===== src/rtl/mem_access_pkg.sv =====
// Shared constants for the memory access unit: bus widths, size and
// fault encodings, and the sequencing state encoding.
package mem_access_pkg;

  localparam int MAU_DATA_WIDTH = 32;
  localparam int MAU_ADDR_WIDTH = 16;
  localparam int MAU_MEM_WORDS  = 1024;

  // Request size encodings; 2'b11 behaves like a word access
  localparam logic [1:0] SIZE_BYTE = 2'b00;
  localparam logic [1:0] SIZE_HALF = 2'b01;
  localparam logic [1:0] SIZE_WORD = 2'b10;

  // Completion fault codes, reported alongside Resp_Valid
  localparam logic [1:0] FLT_NONE  = 2'b00;
  localparam logic [1:0] FLT_ALIGN = 2'b01;
  localparam logic [1:0] FLT_LIMIT = 2'b10;
  localparam logic [1:0] FLT_RANGE = 2'b11;

  typedef enum logic [2:0] {
    ST_IDLE,
    ST_READ,
    ST_CAPTURE,
    ST_WRITE,
    ST_RESP,
    ST_FAULT
  } mau_state_e;

endpackage


===== src/rtl/mem_access_unit_if.sv =====
// Request/response handshake and RAM port bundle for the memory access unit.
// The unit itself uses the slave view; the processor/RAM side uses master.
interface mem_access_unit_if
  import mem_access_pkg::*;
#(
  parameter int DATA_WIDTH = MAU_DATA_WIDTH,
  parameter int ADDR_WIDTH = MAU_ADDR_WIDTH
);
  logic                  Req_Valid;
  logic                  Req_Ready;
  logic                  Req_Write;
  logic [1:0]            Req_Size;
  logic                  Req_Unsigned;
  logic [ADDR_WIDTH-1:0] Req_Address;
  logic [DATA_WIDTH-1:0] Req_Data;
  logic                  Resp_Valid;
  logic [DATA_WIDTH-1:0] Resp_Data;
  logic [1:0]            Fault_Code;
  logic [ADDR_WIDTH-1:0] Mem_Address;
  logic [DATA_WIDTH-1:0] Mem_Write_Data;
  logic                  Mem_Write;
  logic [DATA_WIDTH-1:0] Mem_Read_Data;

  modport slave (
    input  Req_Valid, Req_Write, Req_Size, Req_Unsigned, Req_Address, Req_Data,
    input  Mem_Read_Data,
    output Req_Ready, Resp_Valid, Resp_Data, Fault_Code,
    output Mem_Address, Mem_Write_Data, Mem_Write
  );

  modport master (
    output Req_Valid, Req_Write, Req_Size, Req_Unsigned, Req_Address, Req_Data,
    output Mem_Read_Data,
    input  Req_Ready, Resp_Valid, Resp_Data, Fault_Code,
    input  Mem_Address, Mem_Write_Data, Mem_Write
  );
endinterface


===== src/rtl/mem_lane_align.sv =====
// Little-endian lane handling: extracts and extends load data from a RAM
// word, and merges sub-word store data into a RAM word.
module mem_lane_align
  import mem_access_pkg::*;
(
  input  logic [1:0]  offset,
  input  logic [1:0]  size,
  input  logic        is_unsigned,
  input  logic [31:0] word,
  input  logic [31:0] store_data,
  output logic [31:0] load_data,
  output logic [31:0] merged_word
);

  logic [7:0]  byte_v;
  logic [15:0] half_v;

  // Select the addressed lane, extend it for loads and splice it for stores
  always_comb begin
    byte_v      = word[{offset, 3'b000} +: 8];
    half_v      = word[{offset[1], 4'b0000} +: 16];
    load_data   = word;
    merged_word = store_data;
    case (size)
      SIZE_BYTE: begin
        load_data   = {{24{~is_unsigned & byte_v[7]}}, byte_v};
        merged_word = word;
        merged_word[{offset, 3'b000} +: 8] = store_data[7:0];
      end
      SIZE_HALF: begin
        load_data   = {{16{~is_unsigned & half_v[15]}}, half_v};
        merged_word = word;
        merged_word[{offset[1], 4'b0000} +: 16] = store_data[15:0];
      end
      default: begin
        load_data   = word;
        merged_word = store_data;
      end
    endcase
  end

endmodule


===== src/rtl/mem_access_unit.sv =====
// Single-outstanding load/store unit: segment translation, alignment and
// bounds checks, word RAM access, load formatting and sub-word RMW stores.
module mem_access_unit
  import mem_access_pkg::*;
(
  input  logic                      Clock,
  input  logic                      Reset,
  input  logic                      Kernel_Mode,
  input  logic                      Seg_Load,
  input  logic [MAU_ADDR_WIDTH-1:0] Seg_Base,
  input  logic [MAU_ADDR_WIDTH-1:0] Seg_Limit,
  mem_access_unit_if.slave          bus
);

  localparam int AW = MAU_ADDR_WIDTH;
  localparam int DW = MAU_DATA_WIDTH;

  mau_state_e    state_q, state_d;
  logic          write_q, write_d;
  logic [1:0]    size_q, size_d;
  logic          unsigned_q, unsigned_d;
  logic [1:0]    offset_q, offset_d;
  logic [DW-1:0] store_q, store_d;
  logic [AW-1:0] base_q, base_d;
  logic [AW-1:0] limit_q, limit_d;
  logic          resp_valid_q, resp_valid_d;
  logic [DW-1:0] resp_data_q, resp_data_d;
  logic [1:0]    fault_q, fault_d;
  logic [AW-1:0] mem_addr_q, mem_addr_d;
  logic [DW-1:0] mem_wdata_q, mem_wdata_d;
  logic          mem_write_q, mem_write_d;

  logic [AW:0]   phys_sum;
  logic [1:0]    accept_fault;
  logic [DW-1:0] load_data;
  logic [DW-1:0] merged_word;

  mem_lane_align u_align (
    .offset      (offset_q),
    .size        (size_q),
    .is_unsigned (unsigned_q),
    .word        (bus.Mem_Read_Data),
    .store_data  (store_q),
    .load_data   (load_data),
    .merged_word (merged_word)
  );

  // Translate the incoming address and classify it, highest priority first
  always_comb begin
    phys_sum     = {1'b0, bus.Req_Address} + (Kernel_Mode ? '0 : {1'b0, base_q});
    accept_fault = FLT_NONE;
    if ((bus.Req_Size == SIZE_HALF && bus.Req_Address[0]) ||
        (bus.Req_Size[1] && bus.Req_Address[1:0] != 2'b00)) begin
      accept_fault = FLT_ALIGN;
    end else if (!Kernel_Mode && bus.Req_Address >= limit_q) begin
      accept_fault = FLT_LIMIT;
    end else if (phys_sum[AW] ||
                 32'(phys_sum[AW-1:2]) >= 32'(MAU_MEM_WORDS)) begin
      accept_fault = FLT_RANGE;
    end
  end

  // Next-state and registered-output decode; outputs are loaded for the state being entered
  always_comb begin
    state_d      = state_q;
    write_d      = write_q;
    size_d       = size_q;
    unsigned_d   = unsigned_q;
    offset_d     = offset_q;
    store_d      = store_q;
    base_d       = Seg_Load ? Seg_Base  : base_q;
    limit_d      = Seg_Load ? Seg_Limit : limit_q;
    resp_valid_d = 1'b0;
    resp_data_d  = '0;
    fault_d      = FLT_NONE;
    mem_addr_d   = mem_addr_q;
    mem_wdata_d  = mem_wdata_q;
    mem_write_d  = 1'b0;
    case (state_q)
      ST_IDLE: begin
        if (bus.Req_Valid) begin
          write_d    = bus.Req_Write;
          size_d     = bus.Req_Size;
          unsigned_d = bus.Req_Unsigned;
          offset_d   = bus.Req_Address[1:0];
          store_d    = bus.Req_Data;
          if (accept_fault != FLT_NONE) begin
            state_d      = ST_FAULT;
            resp_valid_d = 1'b1;
            fault_d      = accept_fault;
          end else if (bus.Req_Write && bus.Req_Size[1]) begin
            state_d     = ST_WRITE;
            mem_addr_d  = {2'b00, phys_sum[AW-1:2]};
            mem_wdata_d = bus.Req_Data;
            mem_write_d = 1'b1;
          end else begin
            state_d    = ST_READ;
            mem_addr_d = {2'b00, phys_sum[AW-1:2]};
          end
        end
      end
      ST_READ: begin
        state_d = ST_CAPTURE;
      end
      ST_CAPTURE: begin
        if (write_q) begin
          state_d     = ST_WRITE;
          mem_wdata_d = merged_word;
          mem_write_d = 1'b1;
        end else begin
          state_d      = ST_RESP;
          resp_valid_d = 1'b1;
          resp_data_d  = load_data;
        end
      end
      ST_WRITE: begin
        state_d      = ST_RESP;
        resp_valid_d = 1'b1;
      end
      ST_RESP:  state_d = ST_IDLE;
      ST_FAULT: state_d = ST_IDLE;
      default:  state_d = ST_IDLE;
    endcase
  end

  // State, latched request, segment and output registers
  always_ff @(posedge Clock or negedge Reset) begin
    if (!Reset) begin
      state_q      <= ST_IDLE;
      write_q      <= 1'b0;
      size_q       <= SIZE_BYTE;
      unsigned_q   <= 1'b0;
      offset_q     <= 2'b00;
      store_q      <= '0;
      base_q       <= '0;
      limit_q      <= '0;
      resp_valid_q <= 1'b0;
      resp_data_q  <= '0;
      fault_q      <= FLT_NONE;
      mem_addr_q   <= '0;
      mem_wdata_q  <= '0;
      mem_write_q  <= 1'b0;
    end else begin
      state_q      <= state_d;
      write_q      <= write_d;
      size_q       <= size_d;
      unsigned_q   <= unsigned_d;
      offset_q     <= offset_d;
      store_q      <= store_d;
      base_q       <= base_d;
      limit_q      <= limit_d;
      resp_valid_q <= resp_valid_d;
      resp_data_q  <= resp_data_d;
      fault_q      <= fault_d;
      mem_addr_q   <= mem_addr_d;
      mem_wdata_q  <= mem_wdata_d;
      mem_write_q  <= mem_write_d;
    end
  end

  assign bus.Req_Ready      = (state_q == ST_IDLE);
  assign bus.Resp_Valid     = resp_valid_q;
  assign bus.Resp_Data      = resp_data_q;
  assign bus.Fault_Code     = fault_q;
  assign bus.Mem_Address    = mem_addr_q;
  assign bus.Mem_Write_Data = mem_wdata_q;
  assign bus.Mem_Write      = mem_write_q;

endmodule


===== src/flat_wrapper.sv =====
// flat-port wrapper written by rule: the top's interface ports become plain ports
module mem_access_unit_flat import mem_access_pkg::*;
  (Clock, Reset, Kernel_Mode, Seg_Load, Seg_Base, Seg_Limit, bus_Req_Valid, bus_Req_Write, bus_Req_Size, bus_Req_Unsigned, bus_Req_Address, bus_Req_Data, bus_Mem_Read_Data, bus_Req_Ready, bus_Resp_Valid, bus_Resp_Data, bus_Fault_Code, bus_Mem_Address, bus_Mem_Write_Data, bus_Mem_Write);
  mem_access_unit_if bus_i ();
  input  logic Clock;
  input  logic Reset;
  input  logic Kernel_Mode;
  input  logic Seg_Load;
  input  logic [MAU_ADDR_WIDTH-1:0] Seg_Base;
  input  logic [MAU_ADDR_WIDTH-1:0] Seg_Limit;
  input wire logic [$bits(bus_i.Req_Valid)-1:0] bus_Req_Valid;
  input wire logic [$bits(bus_i.Req_Write)-1:0] bus_Req_Write;
  input wire logic [$bits(bus_i.Req_Size)-1:0] bus_Req_Size;
  input wire logic [$bits(bus_i.Req_Unsigned)-1:0] bus_Req_Unsigned;
  input wire logic [$bits(bus_i.Req_Address)-1:0] bus_Req_Address;
  input wire logic [$bits(bus_i.Req_Data)-1:0] bus_Req_Data;
  input wire logic [$bits(bus_i.Mem_Read_Data)-1:0] bus_Mem_Read_Data;
  output wire logic [$bits(bus_i.Req_Ready)-1:0] bus_Req_Ready;
  output wire logic [$bits(bus_i.Resp_Valid)-1:0] bus_Resp_Valid;
  output wire logic [$bits(bus_i.Resp_Data)-1:0] bus_Resp_Data;
  output wire logic [$bits(bus_i.Fault_Code)-1:0] bus_Fault_Code;
  output wire logic [$bits(bus_i.Mem_Address)-1:0] bus_Mem_Address;
  output wire logic [$bits(bus_i.Mem_Write_Data)-1:0] bus_Mem_Write_Data;
  output wire logic [$bits(bus_i.Mem_Write)-1:0] bus_Mem_Write;
  assign bus_i.Req_Valid = bus_Req_Valid;
  assign bus_i.Req_Write = bus_Req_Write;
  assign bus_i.Req_Size = bus_Req_Size;
  assign bus_i.Req_Unsigned = bus_Req_Unsigned;
  assign bus_i.Req_Address = bus_Req_Address;
  assign bus_i.Req_Data = bus_Req_Data;
  assign bus_i.Mem_Read_Data = bus_Mem_Read_Data;
  assign bus_Req_Ready = bus_i.Req_Ready;
  assign bus_Resp_Valid = bus_i.Resp_Valid;
  assign bus_Resp_Data = bus_i.Resp_Data;
  assign bus_Fault_Code = bus_i.Fault_Code;
  assign bus_Mem_Address = bus_i.Mem_Address;
  assign bus_Mem_Write_Data = bus_i.Mem_Write_Data;
  assign bus_Mem_Write = bus_i.Mem_Write;
  mem_access_unit u_core (.Clock(Clock), .Reset(Reset), .Kernel_Mode(Kernel_Mode), .Seg_Load(Seg_Load), .Seg_Base(Seg_Base), .Seg_Limit(Seg_Limit), .bus(bus_i));
endmodule

===== config.mk =====
export PLATFORM = sky130hd
export DESIGN_NAME = mem_access_unit_flat
export DESIGN_NICKNAME = d
export VERILOG_FILES = /design/src/rtl/mem_access_pkg.sv /design/src/rtl/mem_access_unit_if.sv /design/src/rtl/mem_lane_align.sv /design/src/rtl/mem_access_unit.sv /design/src/flat_wrapper.sv
export SDC_FILE = /design/constraint.sdc
export NUM_CORES = 1
export LEC_CHECK = 0
export BUFFER_PORTS_ARGS = -buffer_cell sky130_fd_sc_hd__clkbuf_2
export CORE_MARGIN = 4
export CORE_UTILIZATION = 56
export DETAILED_ROUTE_END_ITERATION = 16
export HOLD_SLACK_MARGIN = 0.03
export PLACE_DENSITY = 0.82
export SLEW_MARGIN = 20
export SYNTH_ARGS = -nofsm -noshare
export SYNTH_HDL_FRONTEND = slang
export SYNTH_SLANG_ARGS = --single-unit

===== constraint.sdc =====
create_clock -name Clock -period 4.04 [get_ports Clock]
set_input_delay 0.202 -clock Clock [delete_from_list [all_inputs] [get_ports Clock]]
set_output_delay 0.202 -clock Clock [all_outputs]
set_load 0.02 [all_outputs]

==> run summary, run 1 <==
The count of pins over their slew limit came out at 0. The leakage power is 5.803 nW. The peak fanout along the critical path is 46.

The path class of the lowest-slack min-delay path is input pin to flop. The fraction of registers with async set/reset is 100.0%. The total count of hold-check failures in the final report came out at 0. The count of maximum capacitance violations is 0.

Data arrives at the worst endpoint at around 3.7 ns. The area growth from synthesis to layout came out at 24.07%. Summed over all layers, the routed wires come to 31320 µm. The congestion estimate from routability-driven global placement came to between 0.9 and 1. The startpoint of the tightest hold check path is bus_Req_Data[5]. The critical path in this run is classified as flop to flop.

The detailed-route DRC error count is 0. Setup repair after global routing left no endpoint under its margin. Setup slack closes at 0.6983 ns.

CTS saw 155 sinks. The count of different cell masters after synthesis is 71. The fraction of synthesized area in multiplexers came out at 5.745%. The number of clock buffers added by TritonCTS is 17. The overall global routing resource usage is 31.92%. The switching part of the total is 42.01%. The combinational family with the most area after synthesis is simple AND/OR/NAND/NOR gates. The share of the synthesized area in the top cell type is 40.39%. The clock edge transition at the registers on the reported setup and hold paths is 0.06 ns. The remaining max-slew budget at the tightest pin is 37.85%.

The worst register-to-register path begins at u_core.base_q[7]. The share of power burned in the clock network is 24.0%. In this run, the number of DRC markers left after iteration 0 of detailed routing was 1140. The period utilization came out at 82.72%. STA classifies the critical path startpoint as a flop.

The area share of and/or/nand/nor cells after synthesis came out at 21.95%. TritonCTS built the clock tree. The netlist area before placement came out at 0.009604 mm². The diode insertion count for antenna repair came out at 0. By count the netlist is led by sky130_fd_sc_hd__nand2_1, sky130_fd_sc_hd__dfrtp_1, sky130_fd_sc_hd__nor2_1, sky130_fd_sc_hd__a21oi_1, sky130_fd_sc_hd__clkbuf_1.

The global-route congestion overflow total is 0. The count of flip-flops with a built-in enable after synthesis is 0. The initial antenna violation count came to 0. The die area came out at 0.01931 mm². The worst ir drop on vdd came out at ~0.42 mV. The height of the die is 139.0 µm.

The via count of the first global-routing pass is 9188. The count of boundary I/O pins came out at 206. The global-route wire length before repair came out at 49700 µm.

The number of nets in the layout is 1493. The endpoint type of the worst setup path is a flop. The slew at the pin closest to its max-slew limit came out at 0.9323 ns. In this run the standard cell core region covers 0.01670 mm². The clock latency on the worst-skew pair came out at 0.42 ns.

At the placement stage, the worst setup path has a slack of ~0.65 ns. sky130_fd_sc_hd__nand2_1 is the most common cell in the netlist. The remaining antenna violation count came out at 0. The most used flip-flop cell after synthesis is sky130_fd_sc_hd__dfrtp_1. The number of buffer cells added on primary ports came out at between 200 and 250. The clock passes through at most 2 buffers. By area the synthesized netlist is led by sky130_fd_sc_hd__dfrtp_1, sky130_fd_sc_hd__nand2_1, sky130_fd_sc_hd__ha_1. The gate count after technology mapping is 1115.

The H-tree generated during clock tree synthesis spans 4 levels. The root buffer cell chosen for the clock tree is sky130_fd_sc_hd__clkbuf_16. The internal power contribution came out at a little over 4 mW. Post-CTS repair changed the size of 0 cells.

Using the TritonRoute via totals, the vias-per-cell ratio works out to between 6 and 7. Entering global routing, the biggest net connects 96 pins. The fraction of power consumed by combinational cells came out at 42.7%. The post-route netlist has 22.02% of its cells at a drive strength greater than 1. The count of vias placed by the detailed router came out at between 9000 and 10000. The flow ran to the end, and the final reports show no timing, DRC or antenna violations.

The required time reported for the critical path endpoint came out at 4.35 ns. The critical path starts at u_core.base_q[7]. The power share of the sequential group is 33.3%. After routing, the total negative slack on setup checks comes to 0 ns. The placed wire-length estimate came out at 22090 µm.

After Yosys synthesis, XOR and XNOR cells account for 0.9119% of the synthesized area. The number of buffers inserted by post-CTS setup repair came out at 0. The site row count is 47. Summing the areas of all compound-gate instances in the mapped netlist gives 20.73% of the synthesized area. The minimum clock period came out at approximately 3.3 ns. Summing the sequential cell areas from Yosys gives 40.39% of the chip area.

The floorplan die width is ~140 µm. The number of iterations in the first detailed-routing pass is 7. The mean instance size in the synthesized netlist is 8.614 µm². The initial core utilization is 57.51%. The adder-cell share of the synthesized area came out at 4.690%.

After synthesis the netlist holds a flip-flop and latch count of 155. The total number of yosys warnings came out at 0. In the final routed layout, each cell accounts on average for ~20 µm. The largest area contributor in the netlist is sky130_fd_sc_hd__dfrtp_1.

The power density of the placed cells is 587.0 mW/mm². Buffers inserted to repair hold after CTS numbered 65. The number of endpoints failing setup at the final stage came out at 0. The worst-case clock skew is 0.007249 ns.

The reported net switching power is 2.939 mW. Timing would allow up to between 200 and 300 MHz. The overall power of the completed layout is 6.995 mW.
metal layers:
layer,wire length (µm),track usage [%]
met4,997,10.50
met2,14170,48.71
met3,3118,8.310
met5,0,0
met1,13030,44.70
cells by family (layout without fill, tap and decap cells):
| logic type | count (synthesis) | after routing |
|---|---|---|
| fa+ha+maj | 36 | 36 |
| simple gates | 445 | 445 |
| compound gates | 295 | 295 |
| buf+inv | 126 | 354 |
| mux | 47 | 47 |
| flops | 155 | 155 |
| xor+xnor | 10 | 10 |
| other cells | 1 | 2 |
final timing paths:
kind | cells after the start | end | slack, ns
min in group asynchronous | 2 | u_core.bus.Resp_Data[12] | 0.44
max in group asynchronous | 3 | u_core.bus.Mem_Write_Data[20] | 2.66
worst max register to register | 9 | u_core.bus.Mem_Address[5] | 0.70
worst min-delay path | 3 | u_core.store_q[5] | 0.06
worst min register to register | 2 | u_core.store_q[22] | 0.48
worst max-delay path | 9 | u_core.bus.Mem_Address[5] | 0.70
worst max-delay path, cell delays in order, from the launching register on:
cell and delay [ns]:
sky130_fd_sc_hd__dfrtp_1 0.40, sky130_fd_sc_hd__nor2b_1 0.14, sky130_fd_sc_hd__ha_1 0.39, sky130_fd_sc_hd__a21oi_1 0.29, sky130_fd_sc_hd__o21ai_2 0.15, sky130_fd_sc_hd__a211oi_2 0.37, sky130_fd_sc_hd__mux2i_1 0.26, sky130_fd_sc_hd__and3_1 0.21
sky130_fd_sc_hd__and3_4 0.60, sky130_fd_sc_hd__mux2_2 0.40
layout by cell type (no fill, tap or decap), types with 20 or more instances in the layout:
cell / netlist / final
sky130_fd_sc_hd__clkbuf_2: 0 / 202
sky130_fd_sc_hd__dlygate4sd3_1: 0 / 66
sky130_fd_sc_hd__a31oi_1: 20 / 20
sky130_fd_sc_hd__a221oi_1: 20 / 20
sky130_fd_sc_hd__inv_1: 41 / 41
sky130_fd_sc_hd__nor2b_1: 39 / 39
sky130_fd_sc_hd__a21oi_1: 78 / 78
sky130_fd_sc_hd__nor2_1: 102 / 101
sky130_fd_sc_hd__nand4_1: 37 / 37
sky130_fd_sc_hd__o211ai_1: 35 / 35
sky130_fd_sc_hd__nand2_1: 192 / 192
sky130_fd_sc_hd__dfrtp_1: 155 / 154
sky130_fd_sc_hd__mux2_2: 29 / 29
sky130_fd_sc_hd__o21ai_0: 50 / 50
sky130_fd_sc_hd__ha_1: 36 / 36
through the flow:
| step | instances | hold WS, ns | util [%] | cell area [µm²] |
|---|---|---|---|---|
| after floorplan | 1116 | -0.09359 | - | 9608 |
| after global placement | 1471 | 0.3470 | 63.81 | 10660 |
| after detailed placement | 1471 | 0.3522 | 63.81 | 10660 |
| after CTS | 1563 | 0.03005 | 71.29 | 11910 |
| after global routing | 1564 | 0.03809 | 71.35 | 11920 |
| final | 1564 | 0.06068 | 71.35 | 11920 |
sequential cells by signal, summed over array words and instances (netlist names):
| name | cells |
|---|---|
| u_core.limit_q | 16 |
| u_core.bus.Resp_Data | 32 |
| u_core.write_q | 1 |
| u_core.size_q | 2 |
| u_core.bus.Mem_Address | 14 |
| u_core.base_q | 16 |
| u_core.offset_q | 2 |
| u_core.bus.Mem_Write | 1 |
| u_core.store_q | 32 |
| u_core.state_q | 3 |
| u_core.bus.Resp_Valid | 1 |
| u_core.bus.Mem_Write_Data | 32 |
| u_core.unsigned_q | 1 |
| u_core.bus.Fault_Code | 2 |
layout make-up:
| class | instances | area, µm² |
|---|---|---|
| Timing Repair Buffer | 285 | 1803 |
| Fill cell | 1293 | 4785 |
| Sequential cell | 155 | 3880 |
| Clock inverter | 7 | 142.6 |
| Inverter | 42 | 157.7 |
| Tap cell | 220 | 275.3 |
| Clock buffer | 20 | 456.7 |
| Multi-Input combinational cell | 835 | 5201 |
power by group through the flow:
stage | Clock, mW | Sequential (mW) | Combinational [mW]
global route | 1.77 | 2.37 | 3.26
floorplan | 0 | 2.35 | 1.92
CTS | 1.70 | 2.31 | 2.92
finish | 1.68 | 2.33 | 2.99
detailed placement | 0 | 2.33 | 2.86
global placement | 0 | 2.32 | 2.80
No activity file was read; power rests on OpenSTA's default activity.
==> run 2, diff against run 1 <==
==> constraint.sdc (replaced) <==
create_clock -name Clock -period 3.2 [get_ports Clock]
set_input_delay 0.16 -clock Clock [delete_from_list [all_inputs] [get_ports Clock]]
set_output_delay 0.16 -clock Clock [all_outputs]
set_load 0.02 [all_outputs]
==> run 2 against run 1 <==
Net effect:
- non-clock buffer count up 14
- sequential share of layout area down 0.35 points
- core utilization up 0.78 points
- cell count up 1.3%
- design area up 1.1%
- via count up 2.2%
- flip-flop and latch count unchanged
- highest routed layer unchanged
- setup slack worse by 0.63 ns
- total power up 24%
- die area unchanged
- combinational power up 29%
- sequential power up 25%
==> run summary, run 2 (synthesis gave the netlist of run 1 again) <==
The post-route core utilization came to 72.13% (+0.78 points). The height of the die was 139.0 µm (unchanged). TritonCTS built the clock tree.

The non-filler instance count after layout came out at 1584 (+1.3%). The detailed router's first-iteration violation count is 1236 (+8.4%). The maximum operating frequency was 319.1 MHz (+6.6%).

The met2 routing resource usage after global routing is 48.20% (-0.51 points). The minimum clock period came to 3.134 ns (-0.2078 ns). The signal on the critical path passes through nor2b_1 -> ha_1 -> o21ai_2 -> a22o_1 -> o21ai_1 -> o41ai_1 -> o211a_1 -> and3_4 -> buf_12 -> o211ai_1. Setup repair after global routing left no endpoint under its margin. In the layout the commonest cells are sky130_fd_sc_hd__clkbuf_2, sky130_fd_sc_hd__nand2_1, sky130_fd_sc_hd__dfrtp_1. The placed wire-length estimate came out at 22150 µm (+0.26%). The overall global routing resource usage is 32.20% (+0.28 points). The number of endpoints failing setup at the final stage came out at 0 (unchanged). The share of power burned in the clock network came to 21.9% (-2.1 points). The detailed-route DRC error count is 0 (unchanged).

The fraction of power consumed by combinational cells is 44.6% (+1.9 points). The count of pins over their slew limit is 0 (unchanged). The floorplan die width came out at 139.0 µm (unchanged). The length in cells of the worst reg-to-reg path is 10 (+1). The count of boundary I/O pins came out at 206 (unchanged). The remaining antenna violation count came out at 0 (unchanged). The leakage power came out at 5.862 nW (+1.0%). The flow ran to the end, and the final reports show no timing, DRC or antenna violations.

The number of vias per cell after detailed routing is 6.166 (+0.86%). The sink of the worst hold path is u_core.bus.Resp_Data[28]. The worst setup path is of the flop to flop kind. The worst ir drop on vdd came out at 0.5658 mV (+34%). The slew at the pin closest to its max-slew limit is 0.9390 ns (+0.006707 ns).

The internal power contribution is 4.915 mW (+21%). The root buffer cell chosen for the clock tree is sky130_fd_sc_hd__clkbuf_16. The clock edge transition at the registers on the reported setup and hold paths came to 0.06 ns (about the same).

The instance area after placement is 0.01075 mm² (+0.88%). The critical path arrival is 3.43 ns (-0.22 ns). On the critical path, the stage with the largest delay is an instance of sky130_fd_sc_hd__o41ai_1. The clock latency on the worst-skew pair came out at 0.43 ns (about the same). The smallest setup slack after layout is 0.06611 ns (-0.6322 ns). The final weighted congestion in routability-driven placement came out at 0.9406 (-4.9%). The power share of the sequential group is 33.5% (+0.2 points). The number of nets in the layout came to 1507 (+0.94%).

The required time reported for the critical path endpoint came out at 3.50 ns (-0.85 ns). Relative to the synthesized area, the layout overhead comes to 25.43%. The count of maximum capacitance violations came out at 0 (unchanged). The via count of the first global-routing pass was 9469 (+3.1%). The total count of hold-check failures in the final report is 0 (unchanged).

The fraction of met3 tracks used by global routing is 7.207% (-1.1 points). The initial antenna violation count came out at 1 (+1). The global-route wire length before repair is 50290 µm (+1.2%). The final routed wire length divided by cell count came to 19.96 µm (-0.31%). The period utilization is 97.93% (+15 points). The number of clock buffers inserted by TritonCTS came to 17 (unchanged). The post-route setup TNS came out at 0 ns (unchanged). The most heavily used metal layer in global routing is met2. The number of stages on the worst hold path is 3 (unchanged).

The switching part of the total is 43.45% (+1.4 points). The power density of the placed cells came to 721.5 mW/mm² (+23%). The path class of the lowest-slack min-delay path is input pin to flop. The number of buffer cells added on primary ports is 203 (unchanged). The pin count of the biggest net entering global routing came out at 79 (-18%). The minimum setup slack among reg-to-reg paths came out at 0.07 ns (-0.63 ns). The worst setup timing slack at the placement stage was 0.03143 ns (-0.6234 ns).

The count of vias placed by the detailed router is 9767 (+2.2%). In this run the most critical hold path is launched from bus_Mem_Read_Data[28]. The CTS H-tree depth was 4 (unchanged).

The number of clock sinks came to 155 (unchanged). The number of iterations in the first detailed-routing pass came out at 6 (-1). The total placed cells including tap cells came out at 1478 (+0.48%). The reported net switching power is 3.776 mW (+29%). The peak fanout along the critical path is 32 (-30%). STA classifies the critical path endpoint as a flop.

The delay of the slowest cell on the worst path was 0.54 ns (-0.06 ns). Leaving out fill and tap cells, the most frequent cell in the layout is sky130_fd_sc_hd__clkbuf_2. The die area came out at 0.01931 mm² (unchanged). The total length of routed wires came to 31620 µm (+0.97%).

The share of final-layout standard cells stronger than drive strength 1 is 22.67% (+0.65 points). The met1 demand-to-capacity share in global routing is 43.93% (-0.77 points). The floorplan core area is 0.01670 mm² (unchanged). STA classifies the critical path startpoint as a flop. The worst register-to-register path ends at u_core.bus.Mem_Write_Data[18]. The global-route congestion overflow total is 0 (unchanged). The remaining max-slew budget at the tightest pin came out at 37.40% (-0.45 points). The worst register-to-register path begins at u_core.base_q[2]. The worst-case clock skew is 0.01002 ns (+0.002766 ns).

The site row count is 47 (unchanged). The finished layout cell area came out at 0.01205 mm² (+1.1%). The initial core utilization came out at 57.51% (unchanged).

The maximum clock insertion buffer count came to 2 (unchanged).
-- run 2: cell types whose count changed in the layout (fill, tap and decap cells not counted), sizes merged --
cell         before  now
clkbuf          222  225
bufinv            4    0
dlygate4sd3      66   73
clkinvlp          0    2
buf              17   24
clkinv            3    6
diode             0    1
inv              42   43
-- run 2: how the worst max path moves through the flow --
| stage | end | cells past startpoint | start |
|---|---|---|---|
| floorplan | u_core.bus.Mem_Write_Data[25] | 12 | u_core.offset_q[1] |
| global placement | u_core.bus.Mem_Write_Data[14] | 11 | Kernel_Mode |
| detailed placement | u_core.bus.Mem_Write_Data[20] | 11 | Kernel_Mode |
| CTS | u_core.bus.Mem_Write_Data[20] | 10 | u_core.base_q[2] |
| global route | u_core.bus.Mem_Write_Data[11] | 10 | u_core.base_q[2] |
| finish | u_core.bus.Mem_Write_Data[18] | 10 | u_core.base_q[2] |
-- run 2: final cells by class --
class                   instances  area (µm²)
flip-flops and latches        155        3880
inverters                      42       157.7
clock inverters                 9       61.31
fillers                      1302        4654
multi-input cells             835        5219
clock buffers                  23       488.0
well taps                     220       275.3
diodes                          1       2.502
repair buffers                299        1963
-- run 2: power by group through the flow --
stage	Combinational [mW]	Clock [mW]	Sequential (mW)
floorplan	2.44	0	2.96
global placement	3.60	0	2.89
detailed placement	3.70	0	2.91
CTS	3.78	1.92	2.88
global route	4.20	2.01	2.95
finish	3.87	1.90	2.91
-- run 2: critical path, delay by kind of cell (launching register included) --
family                   cells  cell delay [ns]
AO/OA/AOI/OAI                6             1.51
adder cells (fa/ha/maj)      1             0.35
buffers and inverters        1             0.23
flip-flops                   1             0.39
AND/OR/NAND/NOR              2             0.50
-- run 2: per-stage QoR --
| step | total power, mW | hold WS [ns] |
|---|---|---|
| 2_1_floorplan | 5.399 | -0.1356 |
| 3_3_place_gp | 6.498 | 0.07444 |
| 3_5_place_dp | 6.601 | 0.07950 |
| 4_1_cts | 8.580 | 0.03103 |
| 5_1_grt | 9.163 | 0.05725 |
| 6_report | 8.692 | 0.05505 |
-- run 2: repair_timing --
action                                  4_1_cts  5_1_grt
endpoints found under the hold margin       105        0
hold buffers                                 73        0
setup buffers                                 0        0
resized for setup                             0        2
endpoints found under the setup margin        0       45
-- run 2: routing by layer --
metal,routed length [µm],vias up
met5,0,-
met4,1705,0
met1,12710,4547
met3,3275,140
li1,-,4446
met2,13940,634
==> run 3, diff against run 2 <==
--- a/config.mk
+++ b/config.mk
@@ -7,11 +7,12 @@
 export LEC_CHECK = 0
 export BUFFER_PORTS_ARGS = -buffer_cell sky130_fd_sc_hd__clkbuf_2
 export CORE_MARGIN = 4
-export CORE_UTILIZATION = 56
+export CORE_UTILIZATION = 55
 export DETAILED_ROUTE_END_ITERATION = 16
 export HOLD_SLACK_MARGIN = 0.03
-export PLACE_DENSITY = 0.82
+export PLACE_DENSITY = 0.81
 export SLEW_MARGIN = 20
 export SYNTH_ARGS = -nofsm -noshare
 export SYNTH_HDL_FRONTEND = slang
+export SYNTH_HIERARCHICAL = 1
 export SYNTH_SLANG_ARGS = --single-unit
==> run 3 against run 2 <==
Net effect:
- clock skew increased by 0.00063 ns
- combinational power rose by 16%
- setup slack improved by 0.074 ns
- clock power grew 10%
- design area is 0.92% lower
- via count is 14% lower
- die area fell by 0.84%
- synthesized area decreased by 2.7%
- routed wire length decreased by 12%
- global-route usage is 3.2 points lower
- synthesized cell count down 16%
- first-iteration DRC count is 34% lower
==> run summary, run 3 <==
The count of maximum capacitance violations is 0 (unchanged). The worst-case clock skew came to 0.01064 ns (+0.0006262 ns). The maximum operating frequency is 326.8 MHz (+2.4%). The share of final-layout standard cells stronger than drive strength 1 came to 29.65% (+7.0 points). The number of vias per cell after detailed routing is 5.888 (-4.5%). sky130_fd_sc_hd__dfrtp_1 takes more of the synthesized area than any other cell. The gate count after technology mapping is 937 (-16%).

The required time reported for the critical path endpoint is 3.51 ns (about the same). The total count of hold-check failures in the final report came out at 0 (unchanged). The pin count of the biggest net entering global routing came out at 101 (+28%). The total length of routed wires came out at 27950 µm (-12%). The worst setup path is launched from a flop.

The remaining antenna violation count is 0 (unchanged). The period utilization came to 95.63% (-2.3 points). The global-route wire length before repair is 44880 µm (-11%). Sorting the synthesized cells by area gives the leading types as sky130_fd_sc_hd__dfrtp_1, sky130_fd_sc_hd__nand2_1, sky130_fd_sc_hd__ha_1. The slew at the pin closest to its max-slew limit came out at 0.9566 ns (+0.01757 ns).

In this run the most critical hold path is launched from bus_Mem_Read_Data[5]. The length in cells of the worst reg-to-reg path is 11 (+1). The worst ir drop on vdd came out at 0.4616 mV (-18%). The count of flip-flops with a built-in enable after synthesis came to 0 (unchanged).

The CTS H-tree depth is 4 (unchanged). The diode insertion count for antenna repair is 0 (-1). The minimum setup slack among reg-to-reg paths is 0.14 ns (+0.07 ns). The global-route congestion overflow total is 0 (unchanged). The number of iterations in the first detailed-routing pass came to 5 (-1).

CTS placed an instance of sky130_fd_sc_hd__clkbuf_16 at the clock tree root. The worst setup path is captured at a flop. The synthesized flop and latch total is 155 (unchanged).

The commonest cells after synthesis are sky130_fd_sc_hd__nand2_1, sky130_fd_sc_hd__dfrtp_1, sky130_fd_sc_hd__and2_1, sky130_fd_sc_hd__ha_1, sky130_fd_sc_hd__inv_1. Among the stages of the critical path, the cell type that occurs most often is sky130_fd_sc_hd__and4b_4. The area growth from synthesis to layout is 27.66%. Among all flip-flop cells after synthesis, the most frequent one is sky130_fd_sc_hd__dfrtp_1. The worst register-to-register path begins at u_core/base_q[1]. The setup path with the least slack is of type flop to flop. The count of pins over their slew limit came out at 0 (unchanged).

The slowest stage of the critical path belongs to the cell sky130_fd_sc_hd__or4_1. The most frequent cell after synthesis is sky130_fd_sc_hd__nand2_1. The number of buffer cells added on primary ports is 203 (unchanged). The placed wire-length estimate came out at 19450 µm (-12%). The number of stages on the worst hold path is 3 (unchanged). The count of boundary I/O pins is 206 (unchanged).

The sequential-to-total area share from yosys stat is 41.49% (+1.1 points). The post-route core utilization came out at 71.72% (-0.41 points). The library cells used most frequently in the layout, excluding fill and tap cells, are sky130_fd_sc_hd__clkbuf_2, sky130_fd_sc_hd__nand2_1, sky130_fd_sc_hd__dfrtp_1.

The initial antenna violation count is 0 (-1). The peak fanout along the critical path is 20 (-38%). The floorplan die width is 138.4 µm (-0.42%).

The initial core utilization is 56.18% (-1.3 points). The overall power of the completed layout came out at 9.775 mW (+12%). Traced cell by cell, the critical path runs through and2b_2 -> ha_1 -> and4b_4 -> o211ai_2 -> a21oi_1 -> or4_1 -> o311ai_1 -> and4b_4 -> nand3_4 -> buf_12 -> o221a_1. The count of vias placed by the detailed router is 8443 (-14%).

The height of the die came out at 138.4 µm (-0.42%). Leaving out fill and tap cells, the most frequent cell in the layout is sky130_fd_sc_hd__clkbuf_2. The number of endpoints failing setup at the final stage is 0 (unchanged). The leakage power is 5.721 nW (-2.4%). The floorplan core area is 0.01664 mm² (-0.35%). The die area is 0.01915 mm² (-0.84%). The mean instance size in the synthesized netlist came to 9.978 µm² (+16%).

The endpoint identified for the worst register-to-register timing path is u_core/bus.Mem_Write_Data[16]. The remaining max-slew budget at the tightest pin came out at 36.23% (-1.2 points). The power density of the placed cells is 819.0 mW/mm² (+14%). The share of the synthesized area in the top cell type came out at 41.49% (+1.1 points).

The number of clock buffers inserted by TritonCTS is 17 (unchanged). The detailed-route DRC error count came out at 0 (unchanged). The run finished with clean final reports. The total number of yosys warnings is 6 (+6). The non-filler instance count after layout is 1434 (-9.5%). The overall global routing resource usage came out at 29.04% (-3.2 points). The total placed cells including tap cells came out at 1330 (-10%). The netlist area before placement is 0.009349 mm² (-2.7%). The final routed wire length divided by cell count is 19.49 µm (-2.4%). The number of nets in the layout was 1358 (-9.9%). The maximum clock insertion buffer count came out at 2 (unchanged). The clock edge transition at the registers on the reported setup and hold paths came out at 0.07 ns (about the same). The final weighted congestion in routability-driven placement is 0.9545 (+1.5%). The site row count came out at 47 (unchanged).

The delay of the slowest cell on the worst path is 0.47 ns (-0.07 ns). The worst hold path terminates at u_core/bus.Resp_Data[5]. The count of different cell masters after synthesis is 91 (+28%). The number of clock sinks came out at 155 (unchanged).

The path class of the tightest hold or removal check is input pin to flop. TritonCTS built the clock tree. The minimum clock period is 3.060 ns (-0.07360 ns).

The critical path arrival came out at 3.37 ns (-0.06 ns). The detailed router's first-iteration violation count is 814 (-34%). The clock latency on the worst-skew pair came out at 0.43 ns (about the same).

The via count of the first global-routing pass is 8346 (-12%). The post-route setup TNS came to 0 ns (unchanged). The fraction of registers with async set/reset came to 100.0% (unchanged).
run 3: changes by cell type after synthesis, sizes merged, moves of 23 or more:
cell / previous run / this run
nand4: 37 / 9
a21oi: 79 / 25
and2: 17 / 40
nor2: 103 / 27
o211ai: 35 / 11
o221a: 0 / 33
clkbuf: 69 / 22
run 3: kinds of logic after synthesis:
group                    share of synthesized area [%]
AO/OA/AOI/OAI                                    21.17
buffers and inverters                            5.487
AND/OR/NAND/NOR                                  19.69
adder cells (fa/ha/maj)                          4.818
other                                          0.04011
multiplexers                                     6.464
flip-flops                                       41.49
XOR/XNOR                                        0.8432
run 3: stage by stage:
| stage | area [µm²] | hold slack, ns | setup WS [ns] |
|---|---|---|---|
| 2_1_floorplan | 9353 | -0.1356 | 0.1262 |
| 5_1_grt | 11940 | 0.09476 | -0.04398 |
| 3_3_place_gp | 10550 | 0.3305 | 0.06774 |
| 3_5_place_dp | 10550 | 0.3325 | -0.01588 |
| 6_report | 11940 | 0.09107 | 0.1397 |
| 4_1_cts | 11870 | 0.08194 | 0.07878 |
run 3: metal layers:
metal	up-vias	part of all wire, %	global-route usage [%]
li1	3892	-	-
met3	82	9.3	7.562
met4	0	3.7	12.53
met5	-	0	0
met1	4039	41	38.50
met2	430	46	45.38
run 3: worst max path at each step:
stage | startpoint | end | slack, ns | cells after the start
2_1_floorplan | Kernel_Mode | u_core/bus.Mem_Address[4] | 0.13 | 13
3_3_place_gp | Kernel_Mode | u_core/bus.Mem_Write_Data[27] | 0.07 | 13
6_report | u_core/base_q[1] | u_core/bus.Mem_Write_Data[16] | 0.14 | 11
5_1_grt | u_core/base_q[3] | u_core/bus.Mem_Write_Data[16] | -0.04 | 12
3_5_place_dp | u_core/base_q[3] | u_core/bus.Mem_Write_Data[20] | -0.02 | 11
4_1_cts | u_core/base_q[3] | u_core/bus.Mem_Write_Data[27] | 0.08 | 11
run 3: cell type report:
| class | instances | area, µm² |
|---|---|---|
| fillers | 1154 | 4707 |
| clock buffers | 19 | 452.9 |
| well taps | 220 | 275.3 |
| clock inverters | 13 | 153.9 |
| repair buffers | 302 | 2006 |
| flip-flops and latches | 155 | 3880 |
| multi-input cells | 691 | 5037 |
| inverters | 34 | 130.1 |
run 3: critical path, delay by kind of cell (launching register included):
family	cells	cell delay [ns]
AOI/OAI and AO/OA	4	0.73
adders and majority gates	1	0.29
and+or+nand+nor	5	1.36
DFF	1	0.38
buffers and inverters	1	0.18
run 3: what timing repair did:
item	4_1_cts	5_1_grt
pin swaps	0	5
gates resized for setup	1	11
hold buffers	71	0
endpoints found under the setup margin	33	42
buffers inserted	0	1
endpoints found under the hold margin	178	0
cloned	0	0
run 3: report_power, final:
part / internal [mW] / total (mW) / leakage (nW) / switching (mW)
clock: 1.21 / 2.09 / 0.291 / 0.882
sequential: 2.58 / 3.20 / 1.95 / 0.621
combinational: 1.93 / 4.49 / 3.48 / 2.56
